===== src/rtl/mpu_fault_pkg.sv =====
// Shared types and constants for the MPU fault unit; OP_LOAD/OP_STORE are also imported by the MPU.
package mpu_fault_pkg;

  typedef enum logic [1:0] {
    IDLE     = 2'd0,
    CAPTURED = 2'd1,
    LOCKED   = 2'd2
  } fault_state_t;

  typedef logic [11:0] csr_addr_t;

  typedef enum logic [2:0] {
    CSR_NONE = 3'b000,
    CSRRW    = 3'b001,
    CSRRS    = 3'b010,
    CSRRC    = 3'b011,
    CSRRWI   = 3'b101,
    CSRRSI   = 3'b110,
    CSRRCI   = 3'b111
  } csr_op_t;

  // SYNDROME CSR layout, MSB first
  typedef struct packed {
    logic [7:0]  prio;
    logic [3:0]  id;
    logic [2:0]  rsvd;
    logic        is_store;
    logic [15:0] addr;
  } fault_syndrome_t;

  localparam csr_addr_t STATUS_OFS = 12'd0;
  localparam csr_addr_t SYND_OFS   = 12'd1;
  localparam csr_addr_t PC_OFS     = 12'd2;

  localparam logic [6:0] OP_LOAD  = 7'b0000011;
  localparam logic [6:0] OP_STORE = 7'b0100011;

  // Ops that write the operand (set or replace); clear-type ops never trigger the STATUS clear.
  function automatic logic is_write_op(input csr_op_t o);
    return (o == CSRRW) || (o == CSRRS) || (o == CSRRWI) || (o == CSRRSI);
  endfunction

endpackage


===== src/rtl/mpu_fault_csr.sv =====
// CSR decode for the fault unit: clear strobe and combinational read mux.
// With MPU_FAULT_PC_EN defined the PC CSR is mapped at CSR_BASE+2.
module mpu_fault_csr
  import mpu_fault_pkg::*;
#(
  parameter csr_addr_t CSR_BASE = 12'h440
) (
  input  logic        csr_enable,
  input  csr_addr_t   csr_addr,
  input  logic [31:0] rs1_data,
  input  csr_op_t     csr_op,
  input  logic [31:0] status_word,
  input  logic [31:0] synd_word,
`ifdef MPU_FAULT_PC_EN
  input  logic [31:0] pc_word,
`endif
  output logic        clear_req,
  output logic [31:0] csr_rdata
);

  logic sel_status;
  logic sel_synd;
  logic unused_rs1_hi;

  assign sel_status = (csr_addr == CSR_BASE + STATUS_OFS);
  assign sel_synd   = (csr_addr == CSR_BASE + SYND_OFS);

  // Only bit 0 of the operand is meaningful (the clear request).
  assign clear_req     = csr_enable && sel_status && rs1_data[0] && is_write_op(csr_op);
  assign unused_rs1_hi = ^rs1_data[31:1];

  always_comb begin
    csr_rdata = '0;
    if (sel_status) begin
      csr_rdata = status_word;
    end else if (sel_synd) begin
      csr_rdata = synd_word;
    end
`ifdef MPU_FAULT_PC_EN
    else if (csr_addr == CSR_BASE + PC_OFS) begin
      csr_rdata = pc_word;
    end
`endif
  end

endmodule


===== src/rtl/mpu_fault_unit.sv =====
// MPU fault capture: first-fault syndrome, saturating follow-on counter, IRQ and double-fault halt.
// Optional MPU_FAULT_PC_EN adds a pc input and captures the faulting pc.
module mpu_fault_unit
  import mpu_fault_pkg::*;
#(
  parameter csr_addr_t  CSR_BASE   = 12'h440,
  parameter logic [7:0] FAULT_PRIO = 8'd7,
  parameter int         CNT_W      = 8
) (
  input  logic         clk,
  input  logic         reset,
  input  logic         mem_fault,
  input  logic [15:0]  mem_address,
  input  logic [6:0]   op,
  input  logic [7:0]   interrupt_prio,
  input  logic [3:0]   id,
`ifdef MPU_FAULT_PC_EN
  input  logic [31:0]  pc,
`endif
  input  logic         csr_enable,
  input  csr_addr_t    csr_addr,
  input  logic [31:0]  rs1_data,
  input  csr_op_t      csr_op,
  output logic [31:0]  csr_rdata,
  output logic         fault_irq,
  output logic         halt_req,
  output fault_state_t dbg_state
);

  fault_state_t    state_q, state_d;
  fault_syndrome_t synd_q, synd_d, new_synd;
  logic [CNT_W-1:0] cnt_q, cnt_d, cnt_inc;
  logic            ovf_q, ovf_d;
  logic            fault_ev, dbl_fault, clear_req, take_new, wipe;
  logic [31:0]     status_word;

  assign fault_ev  = mem_fault && ((op == OP_LOAD) || (op == OP_STORE));
  assign dbl_fault = fault_ev && (interrupt_prio == FAULT_PRIO);
  assign cnt_inc   = (cnt_q == {CNT_W{1'b1}}) ? cnt_q : cnt_q + CNT_W'(1);

  assign new_synd = '{prio: interrupt_prio, id: id, rsvd: 3'b000,
                      is_store: (op == OP_STORE), addr: mem_address};

  always_ff @(posedge clk) begin
    if (reset) begin
      state_q <= IDLE;
      synd_q  <= '0;
      cnt_q   <= '0;
      ovf_q   <= 1'b0;
    end else begin
      state_q <= state_d;
      synd_q  <= synd_d;
      cnt_q   <= cnt_d;
      ovf_q   <= ovf_d;
    end
  end

  always_comb begin
    state_d  = state_q;
    synd_d   = synd_q;
    cnt_d    = cnt_q;
    ovf_d    = ovf_q;
    take_new = 1'b0;
    wipe     = 1'b0;
    case (state_q)
      IDLE: begin
        if (fault_ev) begin
          take_new = 1'b1;
          cnt_d    = CNT_W'(1);
          ovf_d    = 1'b0;
          state_d  = dbl_fault ? LOCKED : CAPTURED;
        end
      end
      CAPTURED: begin
        // A fault arriving together with a clear restarts capture from scratch.
        if (fault_ev && clear_req) begin
          take_new = 1'b1;
          cnt_d    = CNT_W'(1);
          ovf_d    = 1'b0;
          state_d  = dbl_fault ? LOCKED : CAPTURED;
        end else if (fault_ev) begin
          cnt_d = cnt_inc;
          ovf_d = 1'b1;
          if (dbl_fault) begin
            take_new = 1'b1;
            state_d  = LOCKED;
          end
        end else if (clear_req) begin
          wipe    = 1'b1;
          cnt_d   = '0;
          ovf_d   = 1'b0;
          state_d = IDLE;
        end
      end
      LOCKED: begin
        if (fault_ev) begin
          cnt_d = cnt_inc;
          ovf_d = 1'b1;
        end
      end
      default: state_d = IDLE;
    endcase
    if (take_new) synd_d = new_synd;
    if (wipe)     synd_d = '0;
  end

  assign fault_irq   = (state_q != IDLE);
  assign halt_req    = (state_q == LOCKED);
  assign dbg_state   = state_q;
  assign status_word = {16'h0000, 8'(cnt_q), 5'b00000, halt_req, ovf_q, fault_irq};

`ifdef MPU_FAULT_PC_EN
  logic [31:0] pc_q;

  always_ff @(posedge clk) begin
    if (reset || wipe) pc_q <= '0;
    else if (take_new) pc_q <= pc;
  end
`endif

  mpu_fault_csr #(.CSR_BASE(CSR_BASE)) u_csr (
    .csr_enable  (csr_enable),
    .csr_addr    (csr_addr),
    .rs1_data    (rs1_data),
    .csr_op      (csr_op),
    .status_word (status_word),
    .synd_word   (synd_q),
`ifdef MPU_FAULT_PC_EN
    .pc_word     (pc_q),
`endif
    .clear_req   (clear_req),
    .csr_rdata   (csr_rdata)
  );

endmodule


===== config.mk =====
export PLATFORM = sky130hd
export DESIGN_NAME = mpu_fault_unit
export DESIGN_NICKNAME = d
export VERILOG_FILES = /design/src/rtl/mpu_fault_pkg.sv /design/src/rtl/mpu_fault_csr.sv /design/src/rtl/mpu_fault_unit.sv
export SDC_FILE = /design/constraint.sdc
export NUM_CORES = 1
export LEC_CHECK = 0
export ABC_CLOCK_PERIOD_IN_PS = 2350
export BUFFER_PORTS_ARGS = -buffer_cell sky130_fd_sc_hd__buf_2
export CAP_MARGIN = 20
export CORE_ASPECT_RATIO = 1.25
export CORE_MARGIN = 5
export CORE_UTILIZATION = 30
export DETAILED_ROUTE_END_ITERATION = 10
export GPL_TIMING_DRIVEN = 0
export PLACE_DENSITY = 0.62
export RECOVER_POWER = 100
export SETUP_SLACK_MARGIN = 0.2
export SLEW_MARGIN = 30
export SYNTH_ARGS = -nofsm -noshare
export SYNTH_HDL_FRONTEND = slang
export SYNTH_SLANG_ARGS = --single-unit
export TNS_END_PERCENT = 10

===== constraint.sdc =====
create_clock -name clk -period 2.35 [get_ports clk]
set_input_delay 0.1175 -clock clk [delete_from_list [all_inputs] [get_ports clk]]
set_output_delay 0.1175 -clock clk [all_outputs]
set_load 0.02 [all_outputs]

==> Word level (Yosys, flattened, before mapping) <==
Cells that the tools add are included.
{ "totals": {"register_bits": 40, "output_inout_bits": 36, "wordCells": 72} }
{ "classes": {"add_sub_neg": 1, "n_eq_ne": 16, "mux": 31, "n_bitwise": 1, "n_reduce_logical": 16} }
{ "op_table": {"columns": ["cell", "count"], "rows": [
  ["32-bit two-way mux", 2],
  ["8-bit two-way mux", 6],
  ["12-bit by 11-bit == test with 1-bit output (second input constant)", 2],
  ["8-bit one-hot mux with 3 select lines", 1],
  ["1-bit two-way mux", 13],
  ["2-bit two-way mux", 6],
  ["8-bit by 1-bit adder with 8-bit output (second input constant)", 1],
  ["8-bit by 3-bit == test with 1-bit output (second input constant)", 1],
  ["8-bit == test (second input constant)", 1],
  ["4-bit != test (second input constant)", 2],
  ["4-bit AND reduction", 2],
  ["7-bit by 2-bit == test with 1-bit output (second input constant)", 1],
  ["7-bit by 6-bit == test with 1-bit output (second input constant)", 1],
  ["3-bit == test (second input constant)", 2],
  ["1-bit logical AND", 6],
  ["2-bit one-hot mux with 3 select lines", 1],
  ["1-bit logical OR", 4],
  ["3-bit by 1-bit == test with 1-bit output (second input constant)", 1],
  ["3-bit by 2-bit == test with 1-bit output (second input constant)", 1],
  ["1-bit one-hot mux with 3 select lines", 1],
  ["3-bit nonzero test", 1],
  ["2-bit by 1-bit == test with 1-bit output (second input constant)", 1],
  ["2-bit == test (second input constant)", 1],
  ["2-bit zero test", 1],
  ["other kinds (6)", 6]
]} }

==> Logic depth before layout (Yosys ltp) <==
Gate-level depths: netlist of run 1.
{ "logic_depth": {"ltp_word": 10, "mapped_depth": 9, "depth_no_buf": 7} }

==> By module <==
From an unflattened synthesis of run 1, not the netlist that was laid out.
{ "hier_totals": {"hier_cells": 281, "hier_area_um2": 2625.0} }
{ "by_module_without_submodules": {"columns": ["mod", "n_inst", "cells_each", "area_per_inst_um2", "seq_area_each_um2"], "rows": [
  ["mpu_fault_unit", 1, 198, 1815.5, 800.8],
  ["mpu_fault_csr", 1, 83, 809.5, 0.0]
]} }

==> Worst setup path after synthesis of run 1 <==
Ideal clock, no wire load.
{ "synth_path": {"path_type": "register -> register", "start": "register state_q[1] (netlist: dbg_state[1])", "end": "register cnt_q[4]", "setup_ns": 0.132, "arrival_ns": 1.961, "required_ns": 2.218, "setup_slack_ns": 0.257, "stages_incl_launch_ff": 9, "period_less_slack_ns": 2.093, "cell_sequence": "dfxtp_1 > inv_1 > ha_1 > clkbuf_1 > or4_1 > o41ai_1 > a31oi_1 > a22oi_1 > nor3_1"} }
{ "synth_via": {"elab_chain_cells": 3, "word_cells_on_any_way": 9, "classes_between": "eq/ne: 5; mux: 1; reduce/logical: 3"} }
{ "synth_lines": {"columns": ["element", "line_no", "text"], "rows": [
  ["start, declared", "mpu_fault_unit.sv:30", "fault_state_t state_q, state_d;"],
  ["start signal, assigned", "mpu_fault_unit.sv:51", "state_q <= state_d;"],
  ["2-bit by 1-bit == test with 1-bit output (tied with other cells)", "mpu_fault_unit.sv:65", "case (state_q)"],
  ["4-bit != test (no source line) (tied with other cells)", null, null],
  ["4-bit AND reduction (no source line)", null, null],
  ["end signal, assigned", "mpu_fault_unit.sv:53", "cnt_q <= cnt_d;"],
  ["end, declared", "mpu_fault_unit.sv:32", "logic [CNT_W-1:0] cnt_q, cnt_d, cnt_inc;"]
]} }
Parallel ways exist; a longest one is shown, timed or not.
A chain may end at the register's enable or synchronous reset.

==> Worst setup path in the final report of run 1 <==
{ "layout_path": {"start": "register state_q[0] (netlist: dbg_state[0])", "end": "register cnt_q[6]"} }
Same word-level chain as after synthesis.

==> flow_summary_export.csv, run 1 <==
group,metric,value,unit
status,outcome,"completed",
worst_setup_path,criticalPathCategory,"reg2reg",
floorplan,die_h,111,um
clocking,post_cts_buffers,0,
timing,worst_pin_slew,0.652,ns
timing,finalSetupTns,0,ns
clocking,insertion_delay,0.29,ns
timing,max_slew_margin,55.9,%
layout,finalNonFillerCells,501,
logic_synthesis,synth-edff-count,0,
global_routing,grt_usage,15.1,%
pwr,total_power,0.00161,W
global_routing,grt_pass1_vias,2764,
timing,finalClockSkew,0.00390,ns
layout,layout_commonest_cell,"buf_2",
pwr,power.density,518,mW/mm2
logic_synthesis,yosys.cell_types.count,49,
place,dp.final_hpwl,5.84,mm
clocking,numCtsBuffers,5,
layout,drive_gt1_share,21.4,%
routing,via_per_inst,5.26,
place,port_buffers,86,
layout,area_growth_syn_to_layout,27.5,%
layout,multi_input_area,0.00149,mm2
timing,fmax,472,MHz
routing,via_count,2633,
layout,seq_area,805,um2
clocking,clock-sinks,40,
worst_setup_path,r2r_cells,7,
worst_setup_path,end_kind,"flop",
clocking,clockRootBuffer,"clkbuf_8",
timing,slew_violations,0,
global_routing,grt_pass1_wl,12.9,mm
worst_setup_path,path_max_fanout,10,
clocking,clk_pin_slew_worst_paths,0.08,ns
hold_path,whs_path_depth,3,
global_routing,grt_max_degree,14,
place,gp_congestion,0.788,
logic_synthesis,avgSynthCellArea,7.88,um2
layout,diodes,0,
timing,whs,0.0695,ns
logic_synthesis,yosysSeqAreaShare,32.9,%
hold_path,hp-class,"in2reg",
logic_synthesis,netlist_area,0.00243,mm2
layout,fill_cells,826,
floorplan,rows,36,
logic_synthesis,synth_ff_type,"dfxtp_1",
pwr,p_leak,1.23,nW
pwr,peakVddDrop,0.000217,V
layout,layout_common_cells,"buf_2 (62), clkbuf_1 (42), nand3_1 (39), dfxtp_1 (39), o21ai_0 (30)",
timing,timing.final.hold_violations,0,
floorplan,dieArea,0.0100,mm2
routing,drc,0,
routing,drtPass1Iterations,4,
routing,drt_wl_total,7.65,mm
timing,finalCritPeriodShare,90.2,%
floorplan,die_w,90.6,um
logic_synthesis,ys.warnings.count,0,
floorplan,initial_utilization,30.9,%
clocking,htreeDepth,2,
worst_setup_path,crit_arrival,2.28,ns
timing,rsz0062_at_grt,"no",
flow_run,cap_violations,0,
global_routing,grt_overflow_total,0,
layout,nets,496,
timing,setup_viol,0,
worst_setup_path,worstPathRequired,2.51,ns
clocking,clock_path_buffers,2,
timing,fin_crit,2.12,ns
routing,drtIter0Drc,186,
place,placed_cells,492,
floorplan,fp.coreArea,0.00788,mm2
routing,postRouteAntennaNets,0,
clocking,cts_tree,"yes",
logic_synthesis,synth_seq_cells,40,
floorplan,io_pins,122,
worst_setup_path,cp-start-kind,"flop",
logic_synthesis,syn_inst,309,
routing,wl_per_cell,15.3,um
global_routing,antenna_found_initial,0,
logic_synthesis,synth_async_sr_flop_share,0,%
[synthesized netlist by cell type, types with 3 or more instances]
master / instances / share of area (%)
mux2i_1: 11 / 4.5
o21ai_0: 29 / 6.0
clkbuf_1: 15 / 2.3
a21boi_1: 29 / 8.9
ha_1: 5 / 2.6
and3_1: 23 / 5.9
nor3_1: 9 / 1.8
buf_4: 5 / 1.5
buf_2: 5 / 1.0
nand3_1: 39 / 8.0
a21oi_1: 15 / 3.1
inv_1: 7 / 1.1
nand2_1: 6 / 0.92
dfxtp_1: 40 / 33
o21ai_1: 3 / 0.62
nor2_1: 21 / 3.2
a211oi_1: 3 / 0.92
[cell families after synthesis]
| logic type | share of synthesized area, % |
|---|---|
| compound gates | 25.6 |
| xor+xnor | 0.360 |
| fa+ha+maj | 2.57 |
| buf+inv | 7.25 |
| flops | 32.9 |
| mux | 4.52 |
| other cells | 0.154 |
| simple gates | 26.6 |
[routing by layer]
| metal | wire length [um] | part of all wire, % | track usage [%] | vias to the layer above |
|---|---|---|---|---|
| met2 | 3700 | 48 | 25.6 | 98 |
| li1 | - | - | - | 1322 |
| met4 | 138 | 1.8 | 3.57 | 0 |
| met3 | 463 | 6.0 | 3.12 | 17 |
| met5 | 0 | 0 | 0 | - |
| met1 | 3350 | 44 | 19.4 | 1196 |
[per-stage QoR]
stage / instance area (um2) / utilization (%) / setup WS [ns]
3_5_place_dp: 2990 / 38.0 / 0.100
2_1_floorplan: 2440 / - / 0.257
3_3_place_gp: 2990 / 38.0 / 0.0994
5_1_grt: 3110 / 39.4 / 0.103
6_report: 3110 / 39.4 / 0.231
4_1_cts: 3140 / 39.8 / 0.191
[registers in the layout (all words and copies together) (netlist names)]
signal     count
ovf_q          1
synd_q        29
cnt_q          8
dbg_state      2
[worst paths after layout]
kind	startpoint	end	slack [ns]
max	dbg_state[0]$_SDFFE_PP0P_	cnt_q[6]$_SDFFE_PP0P_	0.23
min	mem_address[3]	synd_q[3]$_SDFFE_PP0P_	0.07
max reg2reg	dbg_state[0]$_SDFFE_PP0P_	cnt_q[6]$_SDFFE_PP0P_	0.23
min reg2reg	synd_q[4]$_SDFFE_PP0P_	synd_q[4]$_SDFFE_PP0P_	0.48
[final cells by class]
class	count	area share (%)
multi-input combinational	236	47.9
sequential	40	25.9
timing repair buffer	86	12.6
buffer	29	5.00
tap	95	3.83
clock buffer	6	2.66
clock inverter	2	1.25
inverter	7	0.846
[what timing repair did]
action / CTS / global route
pin swaps: 0 / 1
gates resized for setup: 4 / 14
hold buffers: 0 / 0
setup endpoints to repair: 19 / 25
gates cloned: 1 / 0
[where the power goes]
part | switching [W] | internal [W] | leakage, nW
sequential | 0.00000960 | 0.000687 | 0.323
combinational | 0.000189 | 0.000116 | 0.849
clock | 0.000261 | 0.000348 | 0.0614
[worst max-delay path, cell delays in order (launching register included)]
cell	delay [ns]
dfxtp_1	0.38
inv_1	0.10
ha_1	0.24
clkbuf_2	0.21
nor3_1	0.43
a21oi_1	0.28
a41oi_1	0.27
nor3_1	0.07
No activity file was read; power rests on OpenSTA's default activity.
==> run 2, diff against run 1 <==
ABC_CLOCK_PERIOD_IN_PS = 1900   (was 2350)
CORE_UTILIZATION = 42   (was 30)
PLACE_DENSITY = 0.83   (was 0.62)
clock period = 1.9 ns   (was 2.35 ns; I/O delays follow)
==> run 2 against run 1 <==
Net effect: sequential cell count is the same; non-clock buffer count is 4 higher; sequential power is 24% higher; fmax rose by 13%; critical path depth rose by 1; final area increased by 7.8%; routed wire length up 0.34%; critical path type unchanged; critical endpoint is now cnt_q[1]$_SDFFE_PP0P_; largest power group unchanged.
==> flow_summary_export.csv, run 2 (synthesis gave the netlist of run 1 again) <==
group,metric,value,unit
timing,rsz0062_at_grt,"yes",
routing,drtIter0Drc,227,
floorplan,dieArea,0.00743,mm2
worst_setup_path,path_max_fanout,8,
layout,nets,500,
clocking,hold_buffers,0,
layout,fill_cells,490,
layout,finalNonFillerCells,476,
timing,timing.final.hold_violations,0,
routing,drtPass1Iterations,4,
global_routing,grt_use_met3,5.48,%
worst_setup_path,crit_chain,"inv_2 -> ha_4 -> buf_8 -> or4_4 -> o41ai_4 -> a31oi_4 -> o21ai_1 -> a21oi_1",
floorplan,fp.coreArea,0.00570,mm2
hold_path,min_from,"mem_address[4]",
hold_path,hp-class,"in2reg",
global_routing,grt_pass1_vias,2565,
clocking,cts_tree,"yes",
layout,drive_gt1_share,37.6,%
global_routing,grt_usage,19.5,%
pwr,power.density,596,mW/mm2
flow_run,cap_violations,0,
timing,max_slew_margin,39.4,%
clocking,clockRootBuffer,"clkbuf_8",
worst_setup_path,crit_family,"compound AO/OA/AOI/OAI gates",
worst_setup_path,path_buf_inv,2,
timing,slew_violations,0,
hold_path,min_to,"synd_q[4]$_SDFFE_PP0P_",
routing,drt_wl_total,7.68,mm
global_routing,met1_usage,22.8,%
clocking,clock_path_buffers,2,
routing,via_per_inst,5.82,
timing,finalSetupTns,0,ns
clocking,numCtsBuffers,5,
hold_path,whs_path_depth,3,
worst_setup_path,worstPathRequired,2.06,ns
timing,fmax,534,MHz
layout,area_growth_syn_to_layout,37.5,%
timing,finalCritPeriodShare,98.6,%
layout,diodes,0,
worst_setup_path,slowest_stage,"or4_4",
place,dp.final_hpwl,5.53,mm
routing,via_count,2769,
pwr,p_int,0.00139,W
pwr,power.share.sequential,43.2,%
global_routing,antenna_found_initial,0,
pwr,p_leak,1.44,nW
layout,layout_commonest_cell,"buf_2",
worst_setup_path,cp-start-kind,"flop",
layout,largest_reg_flops,29,
pwr,p_sw,0.000608,W
layout,fin_util,58.7,%
floorplan,initial_utilization,42.7,%
clocking,clk_pin_slew_worst_paths,0.09,ns
global_routing,top_usage_layer,"met2",
routing,drc,0,
timing,fin_crit,1.87,ns
layout,final_area,0.00335,mm2
timing,whs,0.0352,ns
timing,setup_viol,0,
place,gp_congestion,0.890,
layout,regMostFlops,"synd_q",
timing,worst_pin_slew,0.897,ns
timing,finalClockSkew,0.00928,ns
worst_setup_path,end_kind,"flop",
worst_setup_path,criticalPathCategory,"reg2reg",
clocking,clock-sinks,40,
worst_setup_path,r2r_start,"dbg_state[0]$_SDFFE_PP0P_",
place,place_area,0.00301,mm2
clocking,htreeDepth,2,
floorplan,die_h,95.1,um
place,placed_cells,463,
floorplan,die_w,78.1,um
clocking,insertion_delay,0.30,ns
pwr,comb_power_share,23.9,%
global_routing,use_met2,34.9,%
worst_setup_path,cp_slowest_stage_delay,0.49,ns
worst_setup_path,reg2reg_to,"cnt_q[1]$_SDFFE_PP0P_",
global_routing,grt_overflow_total,0,
pwr,swShare,30.5,%
floorplan,rows,31,
global_routing,grt_pass1_wl,12.1,mm
worst_setup_path,reg2reg_slack,0.03,ns
global_routing,grt_max_degree,14,
layout,layout_common_cells,"buf_2 (90), dfxtp_1 (38), nand3_1 (37)",
status,outcome,"completed",
pwr,pwr-share-clk,32.8,%
worst_setup_path,r2r_cells,8,
worst_setup_path,crit_arrival,2.03,ns
pwr,peakVddDrop,0.000439,V
routing,postRouteAntennaNets,0,
routing,wl_per_cell,16.1,um
floorplan,io_pins,122,
place,port_buffers,86,
-- run 2: worst max-delay path by stage --
stage / cells past startpoint / from / end
after floorplan: 8 / dbg_state[0]$_SDFFE_PP0P_ / cnt_q[4]$_SDFFE_PP0P_
after global placement: 6 / op[2] / cnt_q[6]$_SDFFE_PP0P_
after detailed placement: 8 / op[2] / synd_q[29]$_SDFFE_PP0P_
after CTS: 8 / dbg_state[0]$_SDFFE_PP0P_ / cnt_q[4]$_SDFFE_PP0P_
after global routing: 8 / dbg_state[1]$_SDFFE_PP0P_ / cnt_q[1]$_SDFFE_PP0P_
final: 8 / dbg_state[0]$_SDFFE_PP0P_ / cnt_q[1]$_SDFFE_PP0P_
-- run 2: metrics by stage --
stage,setup WS [ns],total power [W]
2_1_floorplan,0.103,0.00112
6_report,0.0266,0.00199
4_1_cts,0.0438,0.00191
3_3_place_gp,-0.0849,0.00125
3_5_place_dp,-0.0739,0.00126
5_1_grt,-0.0327,0.00208
-- run 2: worst min-delay path: stages --
cell and delay (ns):
buf_2 0.09, nand3_1 0.05, a21boi_1 0.05
-- run 2: power groups by stage --
| stage | logic, W | clock network, W | registers (W) |
|---|---|---|---|
| 2_1_floorplan | 0.000242 | 0 | 0.000882 |
| 3_3_place_gp | 0.000371 | 0 | 0.000880 |
| 3_5_place_dp | 0.000376 | 0 | 0.000881 |
| 4_1_cts | 0.000392 | 0.000659 | 0.000860 |
| 5_1_grt | 0.000518 | 0.000700 | 0.000864 |
| 6_report | 0.000478 | 0.000655 | 0.000862 |
-- run 2: cell type report --
| type | instances | area, um2 | share of cell area (%) |
|---|---|---|---|
| repair buffers | 90 | 463 | 13.8 |
| multi-input cells | 236 | 1670 | 49.9 |
| clock buffers | 6 | 93.8 | 2.80 |
| flip-flops and latches | 40 | 808 | 24.1 |
| plain buffers | 29 | 188 | 5.61 |
| clock inverters | 2 | 12.5 | 0.374 |
| well taps | 66 | 82.6 | 2.47 |
| inverters | 7 | 28.8 | 0.860 |
-- run 2: layer usage --
| metal | wire length, um | up-vias |
|---|---|---|
| met5 | 0 | - |
| met4 | 65 | 0 |
| met3 | 696 | 9 |
| met2 | 3990 | 119 |
| met1 | 2930 | 1309 |
| li1 | - | 1332 |
-- run 2: timing repair --
| action | in CTS | in global routing |
|---|---|---|
| gates resized for setup | 5 | 47 |
| pin swaps | 1 | 8 |
| gates cloned | 0 | 1 |
| buffers inserted | 1 | 3 |
| endpoints found under the setup margin | 37 | 57 |
